--- src/rtl/rom_dl_packer.sv ---
// Packs the HPS ROM-download byte stream into 16-bit SDRAM word writes with byte enables,
// buffers them in a small FIFO and issues them over a toggle req/ack handshake.
module rom_dl_packer #(
  parameter int unsigned DEPTH    = 4,
  parameter logic [24:0] ILV_BASE = 25'h10000,
  parameter logic [24:0] ILV_END  = 25'h18000
) (
  input  logic        clk_sys,
  input  logic        RESET,
  input  logic        dl_active,
  input  logic        dl_wr,
  input  logic [24:0] dl_addr,
  input  logic [7:0]  dl_data,
  output logic        dl_wait,
  output logic        mem_req,
  input  logic        mem_ack,
  output logic [22:0] mem_addr,
  output logic [15:0] mem_data,
  output logic [1:0]  mem_ds,
  output logic        rom_loaded,
  output logic        done,
  output logic        overflow
);

  localparam int unsigned PW = $clog2(DEPTH);
  localparam logic [PW:0] LvlFull = (PW + 1)'(DEPTH);
  localparam logic [PW:0] LvlWait = (PW + 1)'(DEPTH - 1);
  localparam logic [0:0]  StIdle  = 1'b0;
  localparam logic [0:0]  StWait  = 1'b1;

  logic        r_pend_vld;
  logic [22:0] r_pend_addr;
  logic [7:0]  r_pend_data;
  logic [22:0] r_fifo_addr [DEPTH];
  logic [15:0] r_fifo_data [DEPTH];
  logic [1:0]  r_fifo_ds   [DEPTH];
  logic [PW-1:0] r_wptr, r_rptr;
  logic [PW:0]   r_count;
  logic [0:0]  r_state;
  logic        r_mem_req;
  logic        r_act_q, r_seen, r_loaded, r_done, r_ovf;

  logic        w_in_ilv;
  logic [23:0] w_ea;
  logic        w_push, w_pend_set, w_pend_clr, w_drop;
  logic [22:0] w_push_addr;
  logic [15:0] w_push_data;
  logic [1:0]  w_push_ds;
  logic        w_full, w_empty, w_ack_ok, w_pop, w_wr_en, w_rise, w_idle_all;

  // The interleaved region moves address bit 14 down to the byte-select position.
  assign w_in_ilv = (dl_addr >= ILV_BASE) && (dl_addr < ILV_END);
  assign w_ea     = w_in_ilv ? {dl_addr[23:15], dl_addr[13:0], dl_addr[14]} : dl_addr[23:0];

  always_comb begin
    w_push      = 1'b0;
    w_pend_set  = 1'b0;
    w_pend_clr  = 1'b0;
    w_drop      = 1'b0;
    w_push_addr = r_pend_addr;
    w_push_data = {8'h00, r_pend_data};
    w_push_ds   = 2'b01;
    if (dl_wr) begin
      if (r_pend_vld) begin
        w_push     = 1'b1;
        w_pend_clr = 1'b1;
        if (w_ea[0] && (w_ea[23:1] == r_pend_addr)) begin
          w_push_data = {dl_data, r_pend_data};
          w_push_ds   = 2'b11;
        end else if (!w_ea[0]) begin
          w_pend_set = 1'b1;
        end else begin
          w_drop = 1'b1;
        end
      end else if (w_ea[0]) begin
        w_push      = 1'b1;
        w_push_addr = w_ea[23:1];
        w_push_data = {dl_data, 8'h00};
        w_push_ds   = 2'b10;
      end else begin
        w_pend_set = 1'b1;
      end
    end else if (!dl_active && r_pend_vld) begin
      w_push     = 1'b1;
      w_pend_clr = 1'b1;
    end
  end

  assign w_full   = (r_count == LvlFull);
  assign w_empty  = (r_count == '0);
  assign w_ack_ok = (mem_ack == r_mem_req);
  // Popping on the ack-detect cycle gives back-to-back issue.
  assign w_pop    = !w_empty && ((r_state == StIdle) || ((r_state == StWait) && w_ack_ok));
  assign w_wr_en  = w_push && (!w_full || w_pop);
  assign w_rise   = dl_active && !r_act_q;
  assign w_idle_all = !dl_active && !r_pend_vld && w_empty && !w_push && (r_state == StIdle) &&
                      w_ack_ok && r_seen;

  always_ff @(posedge clk_sys) begin
    if (RESET) begin
      r_pend_vld  <= 1'b0;
      r_pend_addr <= '0;
      r_pend_data <= '0;
    end else if (w_pend_set) begin
      r_pend_vld  <= 1'b1;
      r_pend_addr <= w_ea[23:1];
      r_pend_data <= dl_data;
    end else if (w_pend_clr) begin
      r_pend_vld <= 1'b0;
    end
  end

  always_ff @(posedge clk_sys) begin
    if (w_wr_en) begin
      r_fifo_addr[r_wptr] <= w_push_addr;
      r_fifo_data[r_wptr] <= w_push_data;
      r_fifo_ds[r_wptr]   <= w_push_ds;
    end
  end

  always_ff @(posedge clk_sys) begin
    if (RESET) begin
      r_wptr  <= '0;
      r_rptr  <= '0;
      r_count <= '0;
    end else begin
      if (w_wr_en) r_wptr <= r_wptr + 1'b1;
      if (w_pop)   r_rptr <= r_rptr + 1'b1;
      case ({w_wr_en, w_pop})
        2'b10:   r_count <= r_count + 1'b1;
        2'b01:   r_count <= r_count - 1'b1;
        default: r_count <= r_count;
      endcase
    end
  end

  always_ff @(posedge clk_sys) begin
    if (RESET) begin
      r_state   <= StIdle;
      r_mem_req <= mem_ack;
      mem_addr  <= '0;
      mem_data  <= '0;
      mem_ds    <= '0;
    end else if (w_pop) begin
      mem_addr  <= r_fifo_addr[r_rptr];
      mem_data  <= r_fifo_data[r_rptr];
      mem_ds    <= r_fifo_ds[r_rptr];
      r_mem_req <= ~r_mem_req;
      r_state   <= StWait;
    end else if ((r_state == StWait) && w_ack_ok) begin
      r_state <= StIdle;
    end
  end

  always_ff @(posedge clk_sys) begin
    if (RESET) begin
      r_act_q  <= 1'b0;
      r_seen   <= 1'b0;
      r_loaded <= 1'b0;
      r_done   <= 1'b0;
      r_ovf    <= 1'b0;
    end else begin
      r_act_q <= dl_active;
      r_done  <= 1'b0;
      if (w_rise) r_seen <= 1'b1;
      if (w_drop || (w_push && w_full && !w_pop)) r_ovf <= 1'b1;
      if (w_rise) begin
        r_loaded <= 1'b0;
      end else if (w_idle_all && !r_loaded) begin
        r_loaded <= 1'b1;
        r_done   <= 1'b1;
      end
    end
  end

  assign dl_wait    = (r_count >= LvlWait);
  assign mem_req    = r_mem_req;
  assign rom_loaded = r_loaded;
  assign done       = r_done;
  assign overflow   = r_ovf;

endmodule
--- config.mk ---
export PLATFORM = sky130hd
export DESIGN_NAME = rom_dl_packer
export DESIGN_NICKNAME = d
export VERILOG_FILES = /design/src/rtl/rom_dl_packer.sv
export SDC_FILE = /design/constraint.sdc
export NUM_CORES = 1
export LEC_CHECK = 0
export BUFFER_PORTS_ARGS = -buffer_cell sky130_fd_sc_hd__buf_2
export CORE_ASPECT_RATIO = 0.5
export CORE_MARGIN = 5
export CORE_UTILIZATION = 59
export DETAILED_ROUTE_END_ITERATION = 12
export PLACE_DENSITY = 0.79
export SLEW_MARGIN = 10
export SYNTH_ARGS = -nofsm -noshare
export SYNTH_HDL_FRONTEND = slang
export SYNTH_SLANG_ARGS = --single-unit
--- constraint.sdc ---
create_clock -name clk_sys -period 3.25 [get_ports clk_sys]
set_input_delay 0.325 -clock clk_sys [delete_from_list [all_inputs] [get_ports clk_sys]]
set_output_delay 0.325 -clock clk_sys [all_outputs]
set_load 0.02 [all_outputs]
==> results of run 1 <==
[flip-flops by register name (all words and copies together), names as in the netlist]
signal and flops:
done 1, mem_addr 23, mem_data 16, mem_ds 2, mem_req 1, overflow 1, r_act_q 1, r_count 3
r_fifo_addr 92, r_fifo_data 64, r_fifo_ds 8, r_pend_addr 23, r_pend_data 8, r_pend_vld 1, r_rptr 2, r_seen 1
r_state 1, r_wptr 2, rom_loaded 1
[through the flow]
stage | instance area (sq um) | setup WS (ns) | util
CTS | 11870 | 0.6845 | 0.6904
floorplan | 10230 | 0.5231 | -
global route | 11870 | 0.5172 | 0.6904
detailed placement | 11020 | 0.3611 | 0.6412
finish | 11870 | 0.5874 | 0.6904
global placement | 11020 | 0.4664 | 0.6412
[area by class of cell]
class                      instances  area (sq um)  area share
multi-input combinational        447          3342      0.2816
sequential                       251          6679      0.5628
inverter                          12         45.04    0.003796
clock inverter                    12         210.2     0.01771
clock buffer                      28         636.9     0.05367
timing repair buffer             104         660.6     0.05567
tap                              234         292.8     0.02467
[placed cells by master (no fill, tap or decap), drive strengths merged, types with 11 or more instances in the layout]
| master | netlist | layout |
|---|---|---|
| nor2b | 13 | 13 |
| a21oi | 78 | 78 |
| mux2i | 16 | 16 |
| inv | 11 | 11 |
| a211oi | 14 | 14 |
| xnor2 | 20 | 20 |
| nand2 | 128 | 128 |
| clkbuf | 28 | 28 |
| nor2 | 47 | 47 |
| mux4 | 41 | 41 |
| xor2 | 12 | 12 |
| dfxtp | 86 | 86 |
| edfxtp | 165 | 165 |
| buf | 13 | 104 |
[power by group through the flow]
stage	clock [mW]	combinational, mW	sequential, mW
final	3.00	2.36	4.06
after global routing	3.18	2.57	4.11
after CTS	3.03	2.39	4.07
after detailed placement	0	2.37	4.13
after global placement	0	2.31	4.11
after floorplan	0	1.45	4.27
[metal layers]
metal  track usage  up-vias  part of all wire  routed length [um]
li1              -     2920                 -                   -
met5             0        -                 0                   0
met1        0.2996     3130              0.41                9048
met4       0.04290        0             0.016                 341
met2        0.3824      241              0.50               10920
met3       0.04114       31             0.073                1598
[worst max-delay path, delay by kind of cell (launching register included)]
kind	cells	cell delay (ns)
AND/OR/NAND/NOR	3	1.24
AO/OA/AOI/OAI	2	0.66
flip-flops	1	0.34
XOR/XNOR	1	0.20
[worst max path at each step]
stage | startpoint | end | slack, ns
after floorplan | dl_addr[23] | r_fifo_addr[1][0]$_DFFE_PP_ | 0.52
after global placement | dl_addr[20] | r_fifo_data[0][11]$_DFFE_PP_ | 0.47
after detailed placement | dl_addr[20] | r_fifo_data[3][9]$_DFFE_PP_ | 0.36
after CTS | r_pend_addr[21]$_SDFFE_PP0P_ | r_fifo_data[3][10]$_DFFE_PP_ | 0.68
after global routing | r_pend_addr[2]$_SDFFE_PP0P_ | r_fifo_data[1][9]$_DFFE_PP_ | 0.52
final | r_pend_addr[21]$_SDFFE_PP0P_ | r_fifo_data[1][9]$_DFFE_PP_ | 0.59
[logic make-up (layout without fill, tap and decap cells)]
logic type      Yosys count  in the layout
simple gates            226            226
fa+ha+maj                 5              5
compound gates          118            118
buf+inv                  53            156
mux                      66             66
xor+xnor                 32             32
flops                   251            251
==> impl_summary.md, run 1 <==
Floorplanning
The site row count is 34. The core footprint is 17190 sq um. The die width is 196.2 um.

The die covers 20230 sq um. For this configuration, the core starts out at a cell density of 0.5952. The die extent in y is 103.1 um.

Pin placement for this block handled 84 I/O pins.

STA
Setup total negative slack on the finished layout was measured at 0 ns. Dividing the final minimum period by the clock period gives 0.8192. Setup repair after global routing left no endpoint under its margin. Hold timing on the final database bottoms out at a slack of 0.08745 ns. For this run, the top clock speed supported by timing is 375.6 MHz. The total of endpoints with negative setup slack in the final report is 0. Clock skew on the completed layout was measured at 0.009268 ns. The count of endpoints failing hold in the final timing report is 0.

The final count of pins violating max slew is 0. The pin slew with the least headroom to its limit is 0.7976 ns. After layout, the minimum clock period comes to 2.663 ns.

The worst slew margin relative to its limit is 0.4683.

Critical path
The startpoint of the lowest-slack register-to-register path is r_pend_addr[21]$_SDFFE_PP0P_. In this run the critical register-to-register path is captured at r_fifo_data[1][9]$_DFFE_PP_. The critical path goes through xnor2_1, nand4_1, nor4_1, o21ai_1, nand4bb_1, a21boi_1.

For this design, the slowest cell found on the critical path is sky130_fd_sc_hd__nand4bb_1. For the worst setup path, the data required time is 3.53 ns. The delay contributed by the slowest stage of the critical path is 0.64 ns. By startpoint and endpoint, the worst setup path is classified as register to register. The type of element launching the critical path is a register. The slack of the worst reg-to-reg path is 0.59 ns. The worst register-to-register path has a depth of 6. The arrival time at the worst endpoint is 2.95 ns. Along the worst path, the maximum fanout reaches 9. The worst setup path is captured at a register.

Synth
The largest family of logic cells by synthesized area is multiplexers. The number of flops mapped to enable cells by yosys is 165. The number of library cell types mapped by synthesis is 53. The share of synthesized area in the top cell type comes to 0.4843.

The most common cell in the synthesized netlist is sky130_fd_sc_hd__edfxtp_1. The share of the synthesized area in compound gates (AO/OA/AOI/OAI) is 0.07228. Of the synthesized area, sequential elements account for 0.6526.

The post-synthesis net count is 794. The post-synthesis xor/xnor area fraction is 0.02740. In the post-synthesis netlist, the biggest area contributors are sky130_fd_sc_hd__edfxtp_1 (48%), sky130_fd_sc_hd__dfxtp_1 (17%), sky130_fd_sc_hd__mux4_2 (9.0%). The arithmetic-cell share of the synthesized area counting full adders, half adders and majority gates is 0.006849. The total of warnings raised by yosys is 0. The per-instance average area after synthesis is 13.62 sq um.

Counting flops with an async set or reset pin after synthesis yields a share of 0. Synthesis handed over a netlist of 751 instances. The synthesized-area fraction occupied by and/or/nand/nor cells is 0.1015. Synthesis inferred 251 register bits. Summed over all instances, the cell type with the most area after synthesis is sky130_fd_sc_hd__edfxtp_1. The netlist area before placement is 10230 sq um. After synthesis, the share of cell area in mux cells is 0.1170.

The most used flip-flop cell after synthesis is sky130_fd_sc_hd__edfxtp_1. After synthesis, the most frequently instantiated cells are sky130_fd_sc_hd__edfxtp_1 (165), sky130_fd_sc_hd__nand2_1 (128), sky130_fd_sc_hd__dfxtp_1 (86).

Cells and area
Fill cells in the final layout number 1145. The finished layout holds 1088 standard cells, fillers aside. The antenna diode instance count is 0.

In the final layout, the share of cells above drive strength 1 is 0.2459. The final-stage net count is 881. The area overhead of the layout relative to synthesis is 16.00%.

GRT
The via count of the first global-routing pass is 6301. The first global-routing pass estimated 34550 um of wire. The maximum number of pins on one net before global-route repair is 45. The remaining global-route overflow is 0. For this run, the total global-route usage over all layers was measured as 0.2200. The number of antenna violations at the first check in global routing is 0.

Pwr
The fraction of power consumed by combinational cells is 0.251. The internal power of the cells totals 6.583 mW. In this run the power spent charging and discharging nets is 2.838 mW. The proportion of power drawn by the clock network is 0.318. Of the total power, the share spent switching nets is 0.3013. The ratio of total power to cell area is 794.0 nW/um^2. The share of total power dissipated in sequential elements is 0.431. Total power for the finished layout comes to 9.422 mW.

In this run the static leakage power is 4.305 nW. VDD sags by at most 0.4932 mV.

Job
The reported max-cap violation count is 0.

Routing
The detail route stage leaves a number of antenna-violating nets equal to 0. Dividing the detail-routed via count by the number of cells gives 5.811. The detailed router finished its first iteration with 531 violations. The total length of routed wires is 21900 um. The via count is 6322. After detailed routing, the average wire length per cell comes to 20.13 um. The total iterations of the first detailed-routing run is 5. In the routed design, unresolved DRC markers number 0.

Clock tree
Hold repair after CTS inserted 0 buffers. TritonCTS built the clock tree. Clock-pin slew was measured on the worst setup and hold paths at 0.07 ns.

In this run the clock root is driven by a sky130_fd_sc_hd__clkbuf_16. The number of sinks on the clock net is 251. TritonCTS created 22 clock buffers. CTS built an H-tree with a depth of 1. The clock latency reported for the late side of the worst-skew pair is 0.51 ns. The count of instances resized after the clock tree is built is 0. The maximum buffer depth of the clock tree is 3. The number of buffers added for setup after CTS is 0.

Min path
The startpoint identified for the worst hold timing path is dl_data[7]. The worst hold path terminates at r_pend_data[7]$_SDFFE_PP0P_. The worst hold path was traced through 3 stages. The worst hold path class is input pin to register.

Run status
The flow ran to the end, and the final reports show no timing, DRC or antenna violations.

Placed design
The count of placed standard cells including taps is 1048. The count of buffers added on input and output ports is 83. At the end of routability-driven placement, the weighted congestion stood at 0.9268. The total half-perimeter wirelength after legalization and detailed placement is 14210 um.
Note: power is estimated with default switching activity, not from simulation.
==> run 2: changes to the inputs <==
- CORE_UTILIZATION: 59 -> 54
- PLACE_DENSITY: 0.79 -> 0.76
- clock period: 3.25 -> 2.1 ns (I/O delays scaled with it)
==> impl_summary.md, run 2 (same netlist as run 1, synthesis figures left out) <==
Cells and area
More flip-flops sit in one register than any other, and that register is r_fifo_addr. In the final layout, the registers with the most flip-flops are r_fifo_addr x92, r_fifo_data x64. Once layout is complete, the utilization of the core stands at 0.6618. 0 antenna diodes ended up in the layout. After routing the design area is 12260 sq um. The top cell types in the final layout, fill and taps aside, are sky130_fd_sc_hd__edfxtp_1 (165), sky130_fd_sc_hd__nand2_1 (128), sky130_fd_sc_hd__dfxtp_1 (84).

Of the cells placed in the final design, the portion with a size suffix greater than 1 is 0.2825. The most common library cell in the layout ignoring fill and taps is sky130_fd_sc_hd__edfxtp_1. In the final design database the tool counted 927 nets. The number of flip-flops under the largest register name is 92. The area overhead of the layout relative to synthesis is 19.84%.

Placed design
The worst setup timing slack at the placement stage is -0.2455 ns. The total half-perimeter wirelength after legalization and detailed placement is 14350 um. The placer congestion estimate is 0.8316. The placed cell area is 11420 sq um. Port buffering added 83 buffers.

Routing
The detail-routed via count per cell is 5.544. The via count is 6420. The total iterations of the first detailed-routing run is 5. The total length of routed wires is 21800 um. After detailed routing, the number of remaining DRC violations is 0. In this run the remaining antenna-violating nets after routing total 0. In the final routed layout, each cell accounts on average for 18.82 um. For this block, the initial DRC count from the detailed router was 395.

Critical path
The largest individual stage delay along the critical path comes from the cell sky130_fd_sc_hd__dfxtp_1. STA classifies the critical path startpoint as a register. The largest fanout on the critical path is 9.

By startpoint and endpoint, the worst setup path is classified as register to register. For this run, the slowest stage of the critical path takes 0.34 ns. Traced cell by cell, the critical path runs through xnor2_1, nand3_1, nor4_2, buf_4, o21ai_1, nand4bb_1, buf_4, a21boi_4. For flop-to-flop paths, the worst setup slack is 0.09 ns.

Among the stages of the critical path, the cell type that occurs most often is sky130_fd_sc_hd__buf_4. The endpoint identified for the worst register-to-register timing path is r_fifo_data[3][8]$_DFFE_PP_. The buffer and inverter count on the worst path is 2. The arrival time at the worst endpoint is 2.34 ns. The critical path endpoint category is a register. The length in cells of the worst reg-to-reg path is 8. The startpoint identified for the worst register-to-register timing path is r_pend_addr[22]$_SDFFE_PP0P_.

Grouping stages by cell kind, the critical path spends the most delay in simple AND/OR/NAND/NOR gates. The data required time of the critical path is 2.43 ns.

STA
The achievable clock frequency is 497.5 MHz. The total of endpoints with negative setup slack in the final report is 0. The worst pin sits at a relative slew slack of 0.6492. The final period utilization is 0.9571. The total negative slack is 0 ns. The count of endpoints failing hold in the final timing report is 0. The pin slew with the least headroom to its limit is 0.5262 ns. Setup repair after global routing could not meet its margin everywhere. Once routing completed, OpenROAD measured the worst setup slack at 0.09013 ns. The time the final worst path needs with I/O delays and setup is 2.010 ns. The final count of pins violating max slew is 0.

The clock arrives with 0.01894 ns of skew.

Pwr
Summed over all cells, the static leakage comes to 4.484 nW. The ratio of total power to cell area is 1130 nW/um^2. Overall power consumption after layout is estimated at 13.85 mW. The maximum vdd ir drop is 0.6777 mV.

Clock tree
CTS placed an instance of sky130_fd_sc_hd__clkbuf_16 at the clock tree root. TritonCTS built the clock tree. The total clock buffers created by CTS is 22. The clock transition at the register clock pins on the worst setup and hold paths after CTS is 0.07 ns. CTS built an H-tree with a depth of 1. Clock latency on the worst-skew pair, taken at its later pin, is 0.51 ns. Buffers added to address setup during post-CTS repair amount to 0. The maximum buffer depth of the clock tree is 3. Clock tree synthesis found a total of 251 sinks.

Floorplanning
The area of the die is 21960 sq um. The die width is 204.7 um. The initial utilization of the core area, before any placement, comes to 0.5522.

In this run the count of I/O pins placed on the die edge is 84. In this run the standard cell core region covers 18520 sq um. The die is 107.3 um tall. In this run the core area contains 35 standard-cell rows.

Min path
The worst hold path cell count is 2. For hold timing, the worst endpoint is r_act_q$_SDFF_PP0_. The startpoint of the most critical hold path is RESET.

The worst hold path class is input pin to register.

GRT
The first global-routing pass estimated 35420 um of wire. The number of antenna violations at the first check in global routing is 0. The via count of the first global-routing pass is 6563. The remaining global-route overflow is 0.

The total routing resource utilization after global routing is 0.2049. The maximum number of pins on one net before global-route repair is 45.

Job
The reported max-cap violation count is 0.

Run status
The flow ran to the end, and the final reports show no timing, DRC or antenna violations.
==> run 2: changes by cell type in the layout (fill, tap and decap cells not counted), moves of 5 or more <==
cell,previous run,this run
sky130_fd_sc_hd__a21boi_2,0,5
sky130_fd_sc_hd__dlygate4sd3_1,0,10
sky130_fd_sc_hd__bufinv_16,6,0
sky130_fd_sc_hd__a21boi_1,8,0
sky130_fd_sc_hd__buf_12,7,13
sky130_fd_sc_hd__clkbuf_1,3,8
sky130_fd_sc_hd__buf_4,14,44
==> run 2: worst register-to-register path: stages, from the launching register on <==
cell and delay [ns]:
sky130_fd_sc_hd__dfxtp_1 0.34, sky130_fd_sc_hd__xnor2_1 0.21, sky130_fd_sc_hd__nand3_1 0.11, sky130_fd_sc_hd__nor4_2 0.27, sky130_fd_sc_hd__buf_4 0.17, sky130_fd_sc_hd__o21ai_1 0.07, sky130_fd_sc_hd__nand4bb_1 0.20, sky130_fd_sc_hd__buf_4 0.22
sky130_fd_sc_hd__a21boi_4 0.23
==> run 2: how the worst max path moves through the flow <==
stage,start,endpoint,cells past startpoint
after detailed placement,dl_addr[20],r_fifo_data[2][12]$_DFFE_PP_,8
after floorplan,mem_req$_DFFE_PP_,r_fifo_addr[0][0]$_DFFE_PP_,4
final,r_pend_addr[22]$_SDFFE_PP0P_,r_fifo_data[3][8]$_DFFE_PP_,8
after global placement,dl_addr[20],r_fifo_addr[0][6]$_DFFE_PP_,9
after global routing,r_pend_addr[22]$_SDFFE_PP0P_,r_fifo_data[0][13]$_DFFE_PP_,8
after CTS,r_pend_addr[21]$_SDFFE_PP0P_,r_fifo_data[3][12]$_DFFE_PP_,8
==> run 2: per-stage QoR <==
step	instances	hold WS, ns
2_1_floorplan	751	0.3460
3_3_place_gp	1109	0.4384
3_5_place_dp	1109	0.4431
4_1_cts	1158	0.02463
5_1_grt	1158	0.1131
6_report	1158	0.07154
==> run 2: repair_timing <==
action	in CTS	in global routing
gates resized for setup	2	14
pin swaps	0	0
setup endpoints to repair	20	49
hold endpoints to repair	10	0
hold buffers	10	0
==> run 2: metal layers <==
metal / global-route usage / part of all wire / vias to the layer above
met2: 0.3411 / 0.48 / 174
met5: 0 / 0 / -
met1: 0.2922 / 0.45 / 3211
li1: - / - / 3008
met4: 0.04252 / 0.015 / 0
met3: 0.03101 / 0.059 / 27
==> run 2: power by group <==
part / switching (mW) / internal, mW / total [mW] / leakage, nW
Sequential: 0.289 / 5.87 / 6.16 / 2.23
Combinational: 2.36 / 1.57 / 3.93 / 1.93
Clock: 1.71 / 2.06 / 3.76 / 0.320
Total: 4.35 / 9.49 / 13.8 / 4.48
==> run 2: layout make-up <==
cell class	instances	area [sq um]
flip-flops and latches	251	6679
fillers	1317	6265
multi-input cells	447	3447
repair buffers	150	1106
clock buffers	32	619.3
well taps	259	324.1
inverters	12	45.04
clock inverters	7	38.79
==> run 3: changes to the inputs <==
- SETUP_SLACK_MARGIN: default -> 0.2
==> impl_summary.md, run 3 (same netlist as run 1, synthesis figures left out) <==
Critical path
Of all nets on the critical path, the largest fanout is 3. In this run the critical register-to-register path is captured at r_count[2]$_SDFFE_PP0P_. The startpoint of the lowest-slack register-to-register path is mem_req$_DFFE_PP_. The most critical setup path has its startpoint at mem_req$_DFFE_PP_. The delay contributed by the slowest stage of the critical path is 0.46 ns.

STA classifies the critical path startpoint as a register. The buffer and inverter count on the worst path is 0. The slack of the worst reg-to-reg path is 0.08 ns.

The cell with the largest stage delay on the worst path is sky130_fd_sc_hd__edfxtp_1. STA classifies the critical path endpoint as a register. Walking the worst path, the cells encountered are xor2_4, a21oi_4, nand2_2, fa_2, nand3b_1, mux2i_1, xnor2_1, nor2_1.

Data arrives at the worst endpoint at 2.39 ns. For the worst flop-to-flop path, the logic depth is 8. Grouping stages by cell kind, the critical path spends the most delay in flip-flops. Data on the critical path is required at its endpoint by 2.47 ns. Counting buffers and inverters, the worst setup path is 8 cells deep. The most critical setup path has its endpoint at r_count[2]$_SDFFE_PP0P_. The type of the worst setup path is register to register.

Placed design
The count of buffers from port buffering is 83. The placer congestion estimate is 0.8438. The total half-perimeter wirelength after legalization and detailed placement is 15390 um. OpenSTA, run right after detailed placement, puts the worst setup slack at -0.3216 ns.

Cells and area
The register bank with the most flops is r_fifo_addr. In the layout the commonest cells are sky130_fd_sc_hd__edfxtp_1 (165), sky130_fd_sc_hd__nand2_1 (126), sky130_fd_sc_hd__buf_2 (82). The repair_antennas step left the layout with diodes totalling 0.

In the final layout, the registers with the most flip-flops are r_fifo_addr x92, r_fifo_data x64. The area growth from synthesis to layout is 25.05%. In the final layout, the share of cells above drive strength 1 is 0.3323. The final-stage net count is 951. The number of flip-flops under the largest register name is 92.

The most common library cell in the layout ignoring fill and taps is sky130_fd_sc_hd__edfxtp_1.

Pwr
In this run the power density over the cells is 1112 nW/um^2. For this design the static power due to leakage is 4.700 nW. The share of total power dissipated in the clock network is 0.265. The analysis attributes to net switching a power of 4.526 mW. IR analysis of the VDD net gives a maximum drop of 0.5617 mV.

Of the total power, the share spent switching nets is 0.3182. The share of total power dissipated in combinational logic is 0.302. Cell internal power was estimated by the tool at 9.699 mW. The sequential cell fraction of total power is 0.433.

Clock tree
The master cell of the clock root buffer is sky130_fd_sc_hd__clkbuf_16. The clock transition at the register clock pins on the worst setup and hold paths after CTS is 0.06 ns. The clock passes through at most 3 buffers. TritonCTS built the clock tree.

The total clock buffers created by CTS is 22. For this design, the sink count on the clock tree is 251. The number of H-tree branching levels is 1. The clock latency reported for the late side of the worst-skew pair is 0.52 ns.

GRT
The number of antenna violations at the first check in global routing came to 0. Entering global routing, the biggest net connects 45 pins. The total overflow left after global routing is 0. In the global route stage, overall resource usage came out at 0.2189. The via count of the first global-routing pass is 6815. The wire length of the first global-routing pass is 37480 um.

STA
Setup violations remaining at the end of the flow were counted as 0. Setup repair after global routing could not meet its margin everywhere. In this run the tightest slew margin relative to its limit is 0.6894. The final period utilization is 0.9624. The count of endpoints failing hold in the final timing report is 0. Setup slack closes at 0.07904 ns. The time the final worst path needs with I/O delays and setup is 2.021 ns.

The achievable clock frequency is 494.8 MHz. The final count of pins violating max slew was 0. The pin slew with the least headroom to its limit is 0.4659 ns. The worst setup skew after layout is 0.02193 ns.

For the final routed database, the setup TNS stands at 0 ns.

Job
The reported max-cap violation count is 0.

Floorplanning
The effective utilization at floorplan is 0.5522. The core footprint is 18520 sq um. Row generation in the floorplan step produced 35 rows. The area of the die is 21960 sq um.

84 I/O pins were placed. The floorplan step set the die width to 204.7 um. The die extent in y is 107.3 um.

Routing
The count of nets left with antenna violations once routing finished came out at 0. The total length of routed wires is 24040 um. For this run, the detailed router's first-pass iteration total came to 4. The via count is 6599.

The detail-routed via count per cell is 5.578. The number of remaining DRC errors is 0. The wire length per cell after detailed routing is 20.32 um. For this block, the initial DRC count from the detailed router was 438.

Run status
The run finished with clean final reports.

Min path
The worst hold path class is input pin to register.
## run 3: final cells by class
cell class / instances / area, sq um
fillers: 1265 / 5732
multi-input cells: 447 / 3669
inverters: 12 / 50.05
flip-flops and latches: 251 / 6689
well taps: 259 / 324.1
clock inverters: 6 / 37.54
repair buffers: 174 / 1398
clock buffers: 34 / 625.6
## run 3: metrics by stage
| stage | cell area, sq um | power, mW | instances | hold WS, ns | utilization |
|---|---|---|---|---|---|
| floorplan | 10460 | 8.976 | 751 | 0.3460 | - |
| global placement | 11760 | 10.28 | 1124 | 0.4411 | 0.6347 |
| detailed placement | 11760 | 10.37 | 1124 | 0.4446 | 0.6347 |
| CTS | 12660 | 14.24 | 1179 | 0.02865 | 0.6836 |
| global route | 12790 | 14.96 | 1183 | 0.05324 | 0.6906 |
| finish | 12790 | 14.23 | 1183 | 0.03985 | 0.6906 |
## run 3: worst min-delay path by stage
stage | slack [ns] | depth (start not counted) | end | startpoint
floorplan | 0.35 | 2 | r_pend_data[0]$_SDFFE_PP0P_ | dl_data[0]
finish | 0.04 | 3 | r_pend_vld$_SDFFE_PP0P_ | dl_active
CTS | 0.03 | 3 | r_pend_vld$_SDFFE_PP0P_ | dl_active
global placement | 0.44 | 2 | mem_addr[6]$_SDFFE_PP0P_ | mem_addr[6]$_SDFFE_PP0P_
global route | 0.05 | 3 | r_act_q$_SDFF_PP0_ | dl_active
detailed placement | 0.44 | 2 | mem_addr[15]$_SDFFE_PP0P_ | mem_addr[15]$_SDFFE_PP0P_
## run 3: timing repair
action / 4_1_cts / 5_1_grt
endpoints found under the setup margin: 201 / 258
hold endpoints to repair: 10 / 0
setup buffers: 5 / 3
hold buffers: 10 / 0
pin swaps: 1 / 9
gates resized for setup: 20 / 18
cloned: 0 / 1
## run 3: power by group through the flow
stage / clock [mW] / sequential, mW / combinational (mW)
detailed placement: 0 / 6.25 / 4.12
global route: 4.07 / 6.23 / 4.66
finish: 3.77 / 6.16 / 4.30
floorplan: 0 / 6.61 / 2.37
CTS: 3.85 / 6.16 / 4.23
global placement: 0 / 6.22 / 4.06
## run 3: worst reg2reg max path, cell delays in order, from the launching register on
cell and delay, ns:
sky130_fd_sc_hd__edfxtp_1 0.46, sky130_fd_sc_hd__xor2_4 0.22, sky130_fd_sc_hd__a21oi_4 0.19, sky130_fd_sc_hd__nand2_2 0.07, sky130_fd_sc_hd__fa_2 0.35, sky130_fd_sc_hd__nand3b_1 0.19, sky130_fd_sc_hd__mux2i_1 0.20, sky130_fd_sc_hd__xnor2_1 0.16
sky130_fd_sc_hd__nor2_1 0.06
## run 3: metal layers
layer / vias up / wire [um] / global-route usage / share of wire
met2: 198 / 11740 / 0.3699 / 0.49
met1: 3306 / 10340 / 0.3034 / 0.43
met5: - / 0 / 0 / 0
li1: 3054 / - / - / -
met3: 41 / 1390 / 0.03101 / 0.058
met4: 0 / 574 / 0.05733 / 0.024
